[config.mk]
export PLATFORM = sky130hd
export DESIGN_NAME = main_control_fsm
export DESIGN_NICKNAME = d
export VERILOG_FILES = /design/src/rtl/main_control_fsm.sv
export SDC_FILE = /design/constraint.sdc
export NUM_CORES = 1
export LEC_CHECK = 0
export BUFFER_PORTS_ARGS = -buffer_cell sky130_fd_sc_hd__buf_2
export CORE_MARGIN = 5
export CORE_UTILIZATION = 47
export DETAILED_ROUTE_END_ITERATION = 10
export HOLD_SLACK_MARGIN = 0.08
export PLACE_DENSITY = 0.83
export REMOVE_ABC_BUFFERS = 1
export SETUP_SLACK_MARGIN = 0.1
export SLEW_MARGIN = 40
export SYNTH_ARGS = -nofsm -noshare
export SYNTH_HDL_FRONTEND = slang
export SYNTH_SLANG_ARGS = --single-unit
[constraint.sdc]
create_clock -name clk -period 1.55 [get_ports clk]
set_input_delay 0.0775 -clock clk [delete_from_list [all_inputs] [get_ports clk]]
set_output_delay 0.0775 -clock clk [all_outputs]
set_load 0.01 [all_outputs]
[src/rtl/main_control_fsm.sv]
// Multi-cycle RV32I main controller: sequences fetch/decode/execute/memory/writeback,
// drives datapath selects and enables, and counts retired instructions.
module main_control_fsm #(
    parameter int INSTRET_W = 32
) (
    input  logic                 clk,
    input  logic                 rst_n,
    input  logic [6:0]           op,
    input  logic                 zero,
    input  logic                 mem_ready,
    output logic                 pc_write,
    output logic                 adr_src,
    output logic                 mem_write,
    output logic                 ir_write,
    output logic [1:0]           result_src,
    output logic [1:0]           alu_src_a,
    output logic [1:0]           alu_src_b,
    output logic [1:0]           alu_op,
    output logic                 reg_write,
    output logic                 illegal,
    output logic [3:0]           state,
    output logic [INSTRET_W-1:0] instret
);
    localparam logic [6:0] OP_LW  = 7'b0000011;
    localparam logic [6:0] OP_SW  = 7'b0100011;
    localparam logic [6:0] OP_R   = 7'b0110011;
    localparam logic [6:0] OP_I   = 7'b0010011;
    localparam logic [6:0] OP_JAL = 7'b1101111;
    localparam logic [6:0] OP_BEQ = 7'b1100011;

    typedef enum logic [3:0] {
        FETCH    = 4'd0,
        DECODE   = 4'd1,
        MEMADR   = 4'd2,
        MEMREAD  = 4'd3,
        MEMWB    = 4'd4,
        MEMWRITE = 4'd5,
        EXECR    = 4'd6,
        ALUWB    = 4'd7,
        EXECI    = 4'd8,
        JAL      = 4'd9,
        BEQ      = 4'd10
    } state_t;

    typedef struct packed {
        logic       pc_write;
        logic       adr_src;
        logic       mem_write;
        logic       ir_write;
        logic [1:0] result_src;
        logic [1:0] alu_src_a;
        logic [1:0] alu_src_b;
        logic [1:0] alu_op;
        logic       reg_write;
        logic       illegal;
    } ctrl_t;

    state_t state_q, state_d;
    ctrl_t  ctl;
    logic   retire;

    always_ff @(posedge clk or negedge rst_n) begin
        if (!rst_n) begin
            state_q <= FETCH;
            instret <= '0;
        end else begin
            state_q <= state_d;
            if (retire) instret <= instret + INSTRET_W'(1);
        end
    end

    always_comb begin
        state_d = state_q;
        ctl     = '0;
        retire  = 1'b0;
        case (state_q)
            FETCH: begin
                ctl.alu_src_b  = 2'b10;
                ctl.result_src = 2'b10;
                ctl.ir_write   = mem_ready;
                ctl.pc_write   = mem_ready;
                if (mem_ready) state_d = DECODE;
            end
            DECODE: begin
                // ALU precomputes the branch target from old PC + immediate
                ctl.alu_src_a = 2'b01;
                ctl.alu_src_b = 2'b01;
                case (op)
                    OP_LW, OP_SW: state_d = MEMADR;
                    OP_R:         state_d = EXECR;
                    OP_I:         state_d = EXECI;
                    OP_JAL:       state_d = JAL;
                    OP_BEQ:       state_d = BEQ;
                    default: begin
                        state_d     = FETCH;
                        ctl.illegal = 1'b1;
                    end
                endcase
            end
            MEMADR: begin
                ctl.alu_src_a = 2'b10;
                ctl.alu_src_b = 2'b01;
                state_d = (op == OP_LW) ? MEMREAD : MEMWRITE;
            end
            MEMREAD: begin
                ctl.adr_src = 1'b1;
                if (mem_ready) state_d = MEMWB;
            end
            MEMWB: begin
                ctl.result_src = 2'b01;
                ctl.reg_write  = 1'b1;
                state_d        = FETCH;
                retire         = 1'b1;
            end
            MEMWRITE: begin
                ctl.adr_src   = 1'b1;
                ctl.mem_write = 1'b1;
                if (mem_ready) begin
                    state_d = FETCH;
                    retire  = 1'b1;
                end
            end
            EXECR: begin
                ctl.alu_src_a = 2'b10;
                ctl.alu_op    = 2'b10;
                state_d       = ALUWB;
            end
            EXECI: begin
                ctl.alu_src_a = 2'b10;
                ctl.alu_src_b = 2'b01;
                ctl.alu_op    = 2'b10;
                state_d       = ALUWB;
            end
            ALUWB: begin
                ctl.reg_write = 1'b1;
                state_d       = FETCH;
                retire        = 1'b1;
            end
            JAL: begin
                // PC takes the target computed in DECODE; ALU forms the link PC+4
                ctl.alu_src_a = 2'b01;
                ctl.alu_src_b = 2'b10;
                ctl.pc_write  = 1'b1;
                state_d       = ALUWB;
            end
            BEQ: begin
                ctl.alu_src_a = 2'b10;
                ctl.alu_op    = 2'b01;
                ctl.pc_write  = zero;
                state_d       = FETCH;
                retire        = 1'b1;
            end
            default: state_d = FETCH;
        endcase
    end

    assign pc_write   = ctl.pc_write;
    assign adr_src    = ctl.adr_src;
    assign mem_write  = ctl.mem_write;
    assign ir_write   = ctl.ir_write;
    assign result_src = ctl.result_src;
    assign alu_src_a  = ctl.alu_src_a;
    assign alu_src_b  = ctl.alu_src_b;
    assign alu_op     = ctl.alu_op;
    assign reg_write  = ctl.reg_write;
    assign illegal    = ctl.illegal;
    assign state      = state_q;
endmodule

==> run_results.csv, run 1 <==
group,metric,value,unit
run_status,status,"finished with violations",
run_status,violations,"setup timing",
yosys,postSynth.topFlopCell,"dfrtp_1",
timing,max_slew.worst_pin.slew,0.459,ns
timing,fmax,564,MHz
floorplan,core_area,4380,sq um
route,drt_pre_antenna_iters,4,
power,totalPowerFinal,2.71,mW
route,remaining_drc_errors,0,
grt,grt_pass1_wl,11200,um
timing,finalHoldViolations,0,
route,via_per_inst,6.03,
route,wl_per_cell,20.1,um
cts,clk_pin_slew,0.07,ns
timing,timing.final.ws_setup,-0.222,ns
floorplan,ios,61,
setup_path,endpoint_kind,"output pin",
yosys,ys_async_rst_share,100,%
grt,via_count_of_the_first_global_routing_pass,2310,
power,pwr_density_cell,777,nW/um^2
placement,placed_cells_incl_taps,356,
timing,setup_viol,43,
floorplan,num_rows,24,
timing,clock-skew-final,0.00924,ns
grt,grt_overflow,0,
timing,slew_headroom,69.4,%
yosys,synth.area.top_cells,"dfrtp_1, xnor2_1, nand4_1",
floorplan,die_area,6030,sq um
grt,maximum_number_of_pins_on_one_net_before_global_route_repair,37,
yosys,yosys.area.top_type,"dfrtp_1",
route,total_routed_wirelength,7910,um
final_layout,areaGrowthSynthToFinish,62.5,%
cts,clockBufferDepth,2,
cts,root_buffer,"clkbuf_8",
power,vdd.ir_drop.worst,0.403,mV
timing,finalCriticalPeriod,1.77,ns
route,ant_nets,0,
placement,detailedPlacementHpwl,4100,um
yosys,synth_area_per_cell,9.82,sq um
timing,setup_total_neg_slack,-3.04,ns
cts,cts.sink_count,36,
cts,cts_inserted_buffers,5,
yosys,ys_seq_elements,36,
timing,rsz0062_at_grt,"yes",
route,detail_route.iter0.violations,141,
grt,antenna_found_initial,0,
final_layout,finalCoreUtilization,79.7,%
floorplan,die_h,77.6,um
floorplan,floorplan.initialDensity,49.1,%
timing,timing.final.crit_share,114,%
floorplan,die_width,77.6,um
setup_path,worstPathRequired,1.47,ns
timing,finalHoldWorstSlack,0.110,ns
yosys,yosys_warnings,0,
yosys,yosysSeqAreaShare,41.9,%
final_layout,nets,353,
yosys,syn-cell-area,2150,sq um
cts,insertion_delay,0.29,ns
grt,grt_use_total,23.1,%
setup_path,cp_max_fo,7,
final_layout,final_layout_size_suffix_gt1_share,54.0,%
setup_path,worst-setup-path-type,"flip-flop to output pin",
placement,port-buffer-count,60,
final_layout,antenna-diode-count,0,
route,routed-via-count,2370,
placement,routabilityCongestion,0.818,
cts,cts_tree,"yes",
yosys,syn_inst,219,
setup_path,critPathLaunchType,"flip-flop",
final_layout,final_cells,393,
power,leak_pwr,1.67,nW
hold_path,hold_class,"input port to flip-flop",
yosys,synth_top_area_share,41.9,%
setup_path,worstPathArrival,1.69,ns
timing,drv_slew,0,
cts,cts_max_level,2,
yosys,synth-edff-count,0,
job,max-cap-violations,0,
yosys,ys_types,51,
[routing by layer]
metal / vias to the layer above / wire, um / global-route usage, %
li1: 1047 / - / -
met1: 1160 / 2870 / 25.8
met2: 132 / 4150 / 40.6
met3: 31 / 559 / 5.21
met4: 0 / 329 / 12.2
met5: - / 0 / 0
[metrics by stage]
step | area [sq um] | setup WS [ns]
2_1_floorplan | 2090 | -0.346
3_3_place_gp | 2740 | -0.0291
3_5_place_dp | 2740 | -0.107
4_1_cts | 3280 | -0.0487
5_1_grt | 3490 | -0.260
6_report | 3490 | -0.222
[registers in the layout (all words and copies together), names as in the netlist]
name / count
instret: 32
state: 4
[layout by cell type, fill, tap and decap left out, types with 3 or more instances in the layout]
master,Yosys,layout
nand2_1,13,13
nor2_1,13,8
nor3_1,6,4
nand2b_4,0,3
a211oi_2,0,3
nor2_2,0,3
nand3_1,13,8
nand3_4,1,3
buf_16,0,3
clkbuf_8,0,5
a21oi_2,0,3
nor4_4,2,5
xor2_1,8,7
nor4_1,8,4
nand3_2,1,4
nand4_1,15,15
a21oi_1,7,4
buf_6,1,17
buf_2,5,59
xnor2_1,25,24
inv_1,6,6
buf_8,0,3
buf_4,0,42
and2_1,4,4
dfrtp_1,36,32
dfrtp_2,0,4
[report_power, final]
group | total, mW | internal [mW] | switching (mW)
clock network | 0.639 | 0.306 | 0.334
logic | 1.00 | 0.523 | 0.478
registers | 1.07 | 0.990 | 0.0836
total | 2.71 | 1.82 | 0.896
[what timing repair did]
item	4_1_cts	5_1_grt
setup endpoints to repair	46	49
gates resized for setup	59	31
gates cloned	3	0
hold buffers	1	0
hold endpoints to repair	36	0
pin swaps	21	21
buffers inserted	15	15
[path summary, 6_finish.rpt]
check                            start          end  slack [ns]  depth (start not counted)
hold / removal                   op[2]     state[1]        0.11                          3
max in group asynchronous        rst_n     state[3]        0.85                          3
setup / recovery              state[1]     pc_write       -0.22                          6
setup reg to reg            instret[0]  instret[24]       -0.17                          6
hold reg to reg            instret[31]  instret[31]        0.49                          1
min in group asynchronous        rst_n  instret[24]        0.35                          3
[cells by family after synthesis]
logic type / Yosys count / synth area share (%)
AOI/OAI and AO/OA: 25 / 7.97
xor gates and xnor gates: 33 / 13.4
adders and majority gates: 2 / 1.05
buffers and inverters: 18 / 3.78
DFF: 36 / 41.9
muxes: 1 / 0.524
and+or+nand+nor: 104 / 31.4
[worst max-delay path, cell delays in order (launching register included)]
cell	delay [ns]
dfrtp_1	0.43
buf_6	0.16
buf_8	0.13
nor2_4	0.16
a211oi_2	0.12
a211oi_2	0.23
buf_2	0.17
[area by class of cell]
cell class	count	area [sq um]
clock buffers	6	72.6
clock inverters	1	5.00
fillers	241	890
inverters	6	22.5
multi-input cells	165	1440
flip-flops and latches	36	906
well taps	52	65.1
repair buffers	127	980
[cell usage after synthesis, drive strengths merged (3+ instances only)]
cell / number
nand2: 13
nor3: 6
nand2b: 5
xor2: 8
o21ai: 4
inv: 6
and3: 4
nor2: 13
nand4: 16
xnor2: 25
a21oi: 7
a211oi: 4
buf: 9
nand3: 15
nor4: 11
dfrtp: 36
and2: 4
clkbuf: 3
nor3b: 3
(Power assumes the default switching activity.)
==> run 2: changes to the inputs <==
--- a/config.mk
+++ b/config.mk
@@ -13,6 +13,7 @@
 export PLACE_DENSITY = 0.83
 export REMOVE_ABC_BUFFERS = 1
 export SETUP_SLACK_MARGIN = 0.1
+export SKIP_CTS_REPAIR_TIMING = 1
 export SLEW_MARGIN = 40
 export SYNTH_ARGS = -nofsm -noshare
 export SYNTH_HDL_FRONTEND = slang
==> run_results.csv, run 2 (synthesized netlist as in run 1, its figures left out) <==
group,metric,value,unit
run_status,status,"finished with violations",
run_status,violations,"setup timing",
job,max-cap-violations,0,
timing,slew_headroom,69.8,%
setup_path,r2r_slack,-0.11,ns
setup_path,worstPathArrival,1.67,ns
grt,grt_pass1_wl,8940,um
placement,port-buffer-count,60,
cts,clk_pin_slew,0.06,ns
cts,cts_max_level,2,
final_layout,most_used_cells_in_the_layout_excluding_fill_and_tap_cells,"buf_2, dfrtp_1, buf_4, xnor2_1, nand4_1",
hold_path,timing.hold.worst.start,"op[0]",
route,detail_route.iter0.violations,188,
final_layout,final_layout_size_suffix_gt1_share,46.0,%
setup_path,worstPathRequired,1.47,ns
final_layout,largest_register_ffs,32,
timing,finalHoldViolations,0,
cts,cts_inserted_buffers,5,
floorplan,ios,61,
timing,finalCriticalPeriod,1.74,ns
setup_path,worst-r2r-cell-count,5,
placement,placement.cell_area,2740,sq um
setup_path,critPathLaunchType,"flip-flop",
grt,antenna_found_initial,0,
hold_path,hold_path_end,"state[3]",
cts,cts_tree,"yes",
cts,cts.sink_count,36,
floorplan,die_area,6030,sq um
hold_path,hold_class,"input port to flip-flop",
timing,timing.final.crit_share,113,%
final_layout,final_cells,374,
final_layout,layout_commonest_cell,"buf_2",
setup_path,worst-setup-path-type,"flip-flop to output pin",
final_layout,finalCoreUtilization,73.7,%
grt,grt_use_total,18.0,%
final_layout,nets,334,
grt,grt_overflow,0,
setup_path,r2r-start,"state[2]",
grt,grt_util_met3,3.82,%
route,total_routed_wirelength,6480,um
timing,setup_viol,33,
grt,via_count_of_the_first_global_routing_pass,1953,
route,remaining_drc_errors,0,
cts,insertion_delay,0.28,ns
route,drt_pre_antenna_iters,4,
route,ant_nets,0,
grt,grt.met2_usage,31.2,%
floorplan,floorplan.initialDensity,49.1,%
final_layout,nFillCells,284,
power,vdd.ir_drop.worst,0.340,mV
timing,max_slew.worst_pin.slew,0.453,ns
floorplan,die_h,77.6,um
timing,timing.final.ws_setup,-0.194,ns
floorplan,num_rows,24,
route,wl_per_cell,17.3,um
timing,rsz0062_at_grt,"yes",
cts,root_buffer,"clkbuf_8",
placement,routabilityCongestion,0.818,
timing,drv_slew,0,
setup_path,cp_max_fo,5,
placement,detailedPlacementHpwl,4100,um
timing,fmax,573,MHz
route,routed-via-count,2154,
grt,grt_most_used_layer,"met2",
floorplan,core_area,4380,sq um
final_layout,areaGrowthSynthToFinish,50.1,%
floorplan,die_width,77.6,um
final_layout,antenna-diode-count,0,
power,pwr_density_cell,760,nW/um^2
route,via_per_inst,5.76,
final_layout,largest-register,"instret",
power,totalPowerFinal,2.45,mW
final_layout,layout.cell_area.non_filler,3230,sq um
timing,clock-skew-final,0.00668,ns
grt,maximum_number_of_pins_on_one_net_before_global_route_repair,37,
hold_path,hold_depth,3,
power,leak_pwr,1.55,nW
setup_path,reg2reg_to,"state[1]",
setup_path,endpoint_kind,"output pin",
placement,placed_cells_incl_taps,356,
grt,use_met1,22.1,%
cts,clockBufferDepth,2,
[run 2: final cells by class]
class                      count  area (sq um)  share of cell area [%]
multi-input combinational    165          1330                    41.3
inverter                       6          22.5                   0.697
timing repair buffer         108           827                    25.6
tap                           52          65.1                    2.01
clock inverter                 1          5.00                   0.155
clock buffer                   6          72.6                    2.25
sequential                    36           903                    28.0
[run 2: layer usage]
metal / part of all wire, % / vias up
li1: - / 1002
met1: 42 / 1070
met2: 51 / 72
met3: 5.4 / 10
met4: 1.5 / 0
met5: 0 / -
[run 2: worst max-delay path by stage]
stage | startpoint | endpoint | slack, ns | depth (start not counted)
2_1_floorplan | state[0] | instret[12] | -0.35 | 4
3_5_place_dp | state[1] | state[1] | -0.11 | 5
3_3_place_gp | state[1] | state[1] | -0.03 | 5
5_1_grt | state[1] | alu_src_b[0] | -0.27 | 7
6_report | state[1] | pc_write | -0.19 | 6
4_1_cts | state[1] | alu_op[1] | -0.18 | 7
[run 2: critical path, cell delays in order (launching register included)]
cell      delay, ns
dfrtp_1        0.41
buf_6          0.16
buf_8          0.12
and3_1         0.18
a211oi_2       0.06
a211oi_1       0.25
buf_2          0.19
[run 2: where the power goes]
group	internal, mW	switching [mW]
combinational	0.397	0.391
sequential	0.988	0.0667
clock	0.305	0.306
[run 2: stage by stage]
stage / setup slack, ns / TNS (ns) / hold WS (ns)
after floorplan: -0.346 / -7.20 / -0.218
after CTS: -0.175 / -1.74 / -0.167
after global routing: -0.270 / -4.15 / 0.127
after detailed placement: -0.107 / -0.765 / 0.138
after global placement: -0.0291 / -0.0291 / 0.136
final: -0.194 / -1.50 / 0.125
==> run 3: changes to the inputs <==
--- a/config.mk
+++ b/config.mk
@@ -14,7 +14,7 @@
 export REMOVE_ABC_BUFFERS = 1
 export SETUP_SLACK_MARGIN = 0.1
 export SKIP_CTS_REPAIR_TIMING = 1
-export SLEW_MARGIN = 40
+export SKIP_LAST_GASP = 1
 export SYNTH_ARGS = -nofsm -noshare
 export SYNTH_HDL_FRONTEND = slang
 export SYNTH_SLANG_ARGS = --single-unit
==> run_results.csv, run 3 (synthesized netlist as in run 1, its figures left out) <==
group,metric,value,unit
final_layout,nets,334,
setup_path,path_cells,"buf_6, buf_8, nand2b_4, a21oi_2, a21oi_1, nor2_1, buf_2",
route,total_routed_wirelength,6460,um
final_layout,areaGrowthSynthToFinish,49.3,%
final_layout,most_used_cells_in_the_layout_excluding_fill_and_tap_cells,"buf_2, dfrtp_1, buf_4, xnor2_1, nand4_1",
floorplan,core_area,4380,sq um
power,totalPowerFinal,2.46,mW
setup_path,critical-path-slowest-cell,"dfrtp_1",
cts,root_buffer,"clkbuf_8",
power,vdd.ir_drop.worst,0.342,mV
floorplan,ios,61,
placement,routabilityCongestion,0.818,
setup_path,endpoint_kind,"output pin",
hold_path,hold_class,"input port to flip-flop",
cts,cts_inserted_buffers,5,
timing,finalHoldViolations,0,
setup_path,cp_num_cells,7,
placement,detailedPlacementHpwl,4100,um
setup_path,cp_max_fo,5,
timing,setup_viol,34,
timing,setup_total_neg_slack,-1.61,ns
run_status,status,"finished with violations",
grt,via_count_of_the_first_global_routing_pass,1953,
route,remaining_drc_errors,0,
route,wl_per_cell,17.3,um
setup_path,cp_num_buf_inv,3,
setup_path,critPathLaunchType,"flip-flop",
final_layout,largest-register,"instret",
cts,clk_pin_slew,0.06,ns
floorplan,die_width,77.6,um
route,drt_pre_antenna_iters,4,
floorplan,die_area,6030,sq um
final_layout,antenna-diode-count,0,
final_layout,final_cells,374,
hold_path,timing.hold.worst.start,"op[0]",
hold_path,hold_path_end,"state[3]",
timing,drv_slew,0,
grt,grt_use_total,18.0,%
timing,fmax,586,MHz
timing,timing.final.ws_setup,-0.157,ns
floorplan,num_rows,24,
cts,clockBufferDepth,2,
power,leak_pwr,1.54,nW
floorplan,die_h,77.6,um
cts,cts_tree,"yes",
route,routed-via-count,2146,
cts,cts.sink_count,36,
final_layout,layout.cell_area.non_filler,3210,sq um
grt,maximum_number_of_pins_on_one_net_before_global_route_repair,37,
setup_path,r2r-start,"state[2]",
route,ant_nets,0,
cts,insertion_delay,0.29,ns
grt,grt_pass1_wl,8940,um
final_layout,final_layout_size_suffix_gt1_share,45.7,%
setup_path,cp_top_family,"buffers and inverters",
final_layout,largest_register_ffs,32,
setup_path,worst-r2r-cell-count,5,
setup_path,r2r_slack,-0.12,ns
grt,antenna_found_initial,0,
setup_path,worst-setup-path-type,"flip-flop to output pin",
placement,placed_cells_incl_taps,356,
setup_path,worstPathRequired,1.47,ns
route,detail_route.iter0.violations,108,
timing,max_slew.worst_pin.slew,0.458,ns
timing,clock-skew-final,0.00827,ns
floorplan,floorplan.initialDensity,49.1,%
cts,cts_max_level,2,
hold_path,hold_depth,3,
setup_path,critPathMaxStageDelay,0.42,ns
power,pwr_density_cell,764,nW/um^2
timing,rsz0062_at_grt,"yes",
run_status,violations,"setup timing",
timing,finalHoldWorstSlack,0.121,ns
timing,timing.final.crit_share,110,%
grt,grt_overflow,0,
job,max-cap-violations,0,
timing,finalCriticalPeriod,1.71,ns
setup_path,reg2reg_to,"state[1]",
final_layout,layout_commonest_cell,"buf_2",
placement,placement.cell_area,2740,sq um
timing,slew_headroom,69.4,%
route,via_per_inst,5.74,
placement,port-buffer-count,60,
setup_path,worstPathArrival,1.63,ns
[run 3: final cells by class]
type	count	area, sq um
Fill cell	295	1170
Tap cell	52	65.1
Sequential cell	36	903
Multi-Input combinational cell	165	1330
Clock inverter	1	5.00
Clock buffer	6	72.6
Timing Repair Buffer	108	815
Inverter	6	22.5
[run 3: power breakdown]
part | leakage [nW] | switching [mW] | internal [mW]
Sequential | 0.488 | 0.0680 | 0.988
Combinational | 1.01 | 0.384 | 0.389
Clock | 0.0410 | 0.320 | 0.305
[run 3: per-layer routing]
metal | track usage, % | part of all wire [%] | vias to the layer above
li1 | - | - | 1007
met5 | 0 | 0 | -
met4 | 6.19 | 2.0 | 0
met3 | 3.82 | 5.7 | 14
met1 | 22.1 | 41 | 1050
met2 | 31.2 | 51 | 75
[run 3: worst reg2reg max path: cells and delay by family (launching register included)]
kind	cells	cell delay, ns
simple gates	4	1.03
flops	1	0.42
buf+inv	1	0.15
[run 3: worst max path at each step]
| stage | start | end | slack, ns |
|---|---|---|---|
| floorplan | state[0] | instret[12] | -0.35 |
| global placement | state[1] | state[1] | -0.03 |
| detailed placement | state[1] | state[1] | -0.11 |
| CTS | state[1] | alu_op[1] | -0.18 |
| global route | state[1] | alu_src_b[0] | -0.20 |
| finish | state[1] | alu_src_b[0] | -0.16 |
[run 3: through the flow]
stage	setup slack, ns	utilization, %
finish	-0.157	73.3
global route	-0.201	73.3
CTS	-0.175	64.2
detailed placement	-0.107	62.4
global placement	-0.0291	62.4
floorplan	-0.346	-
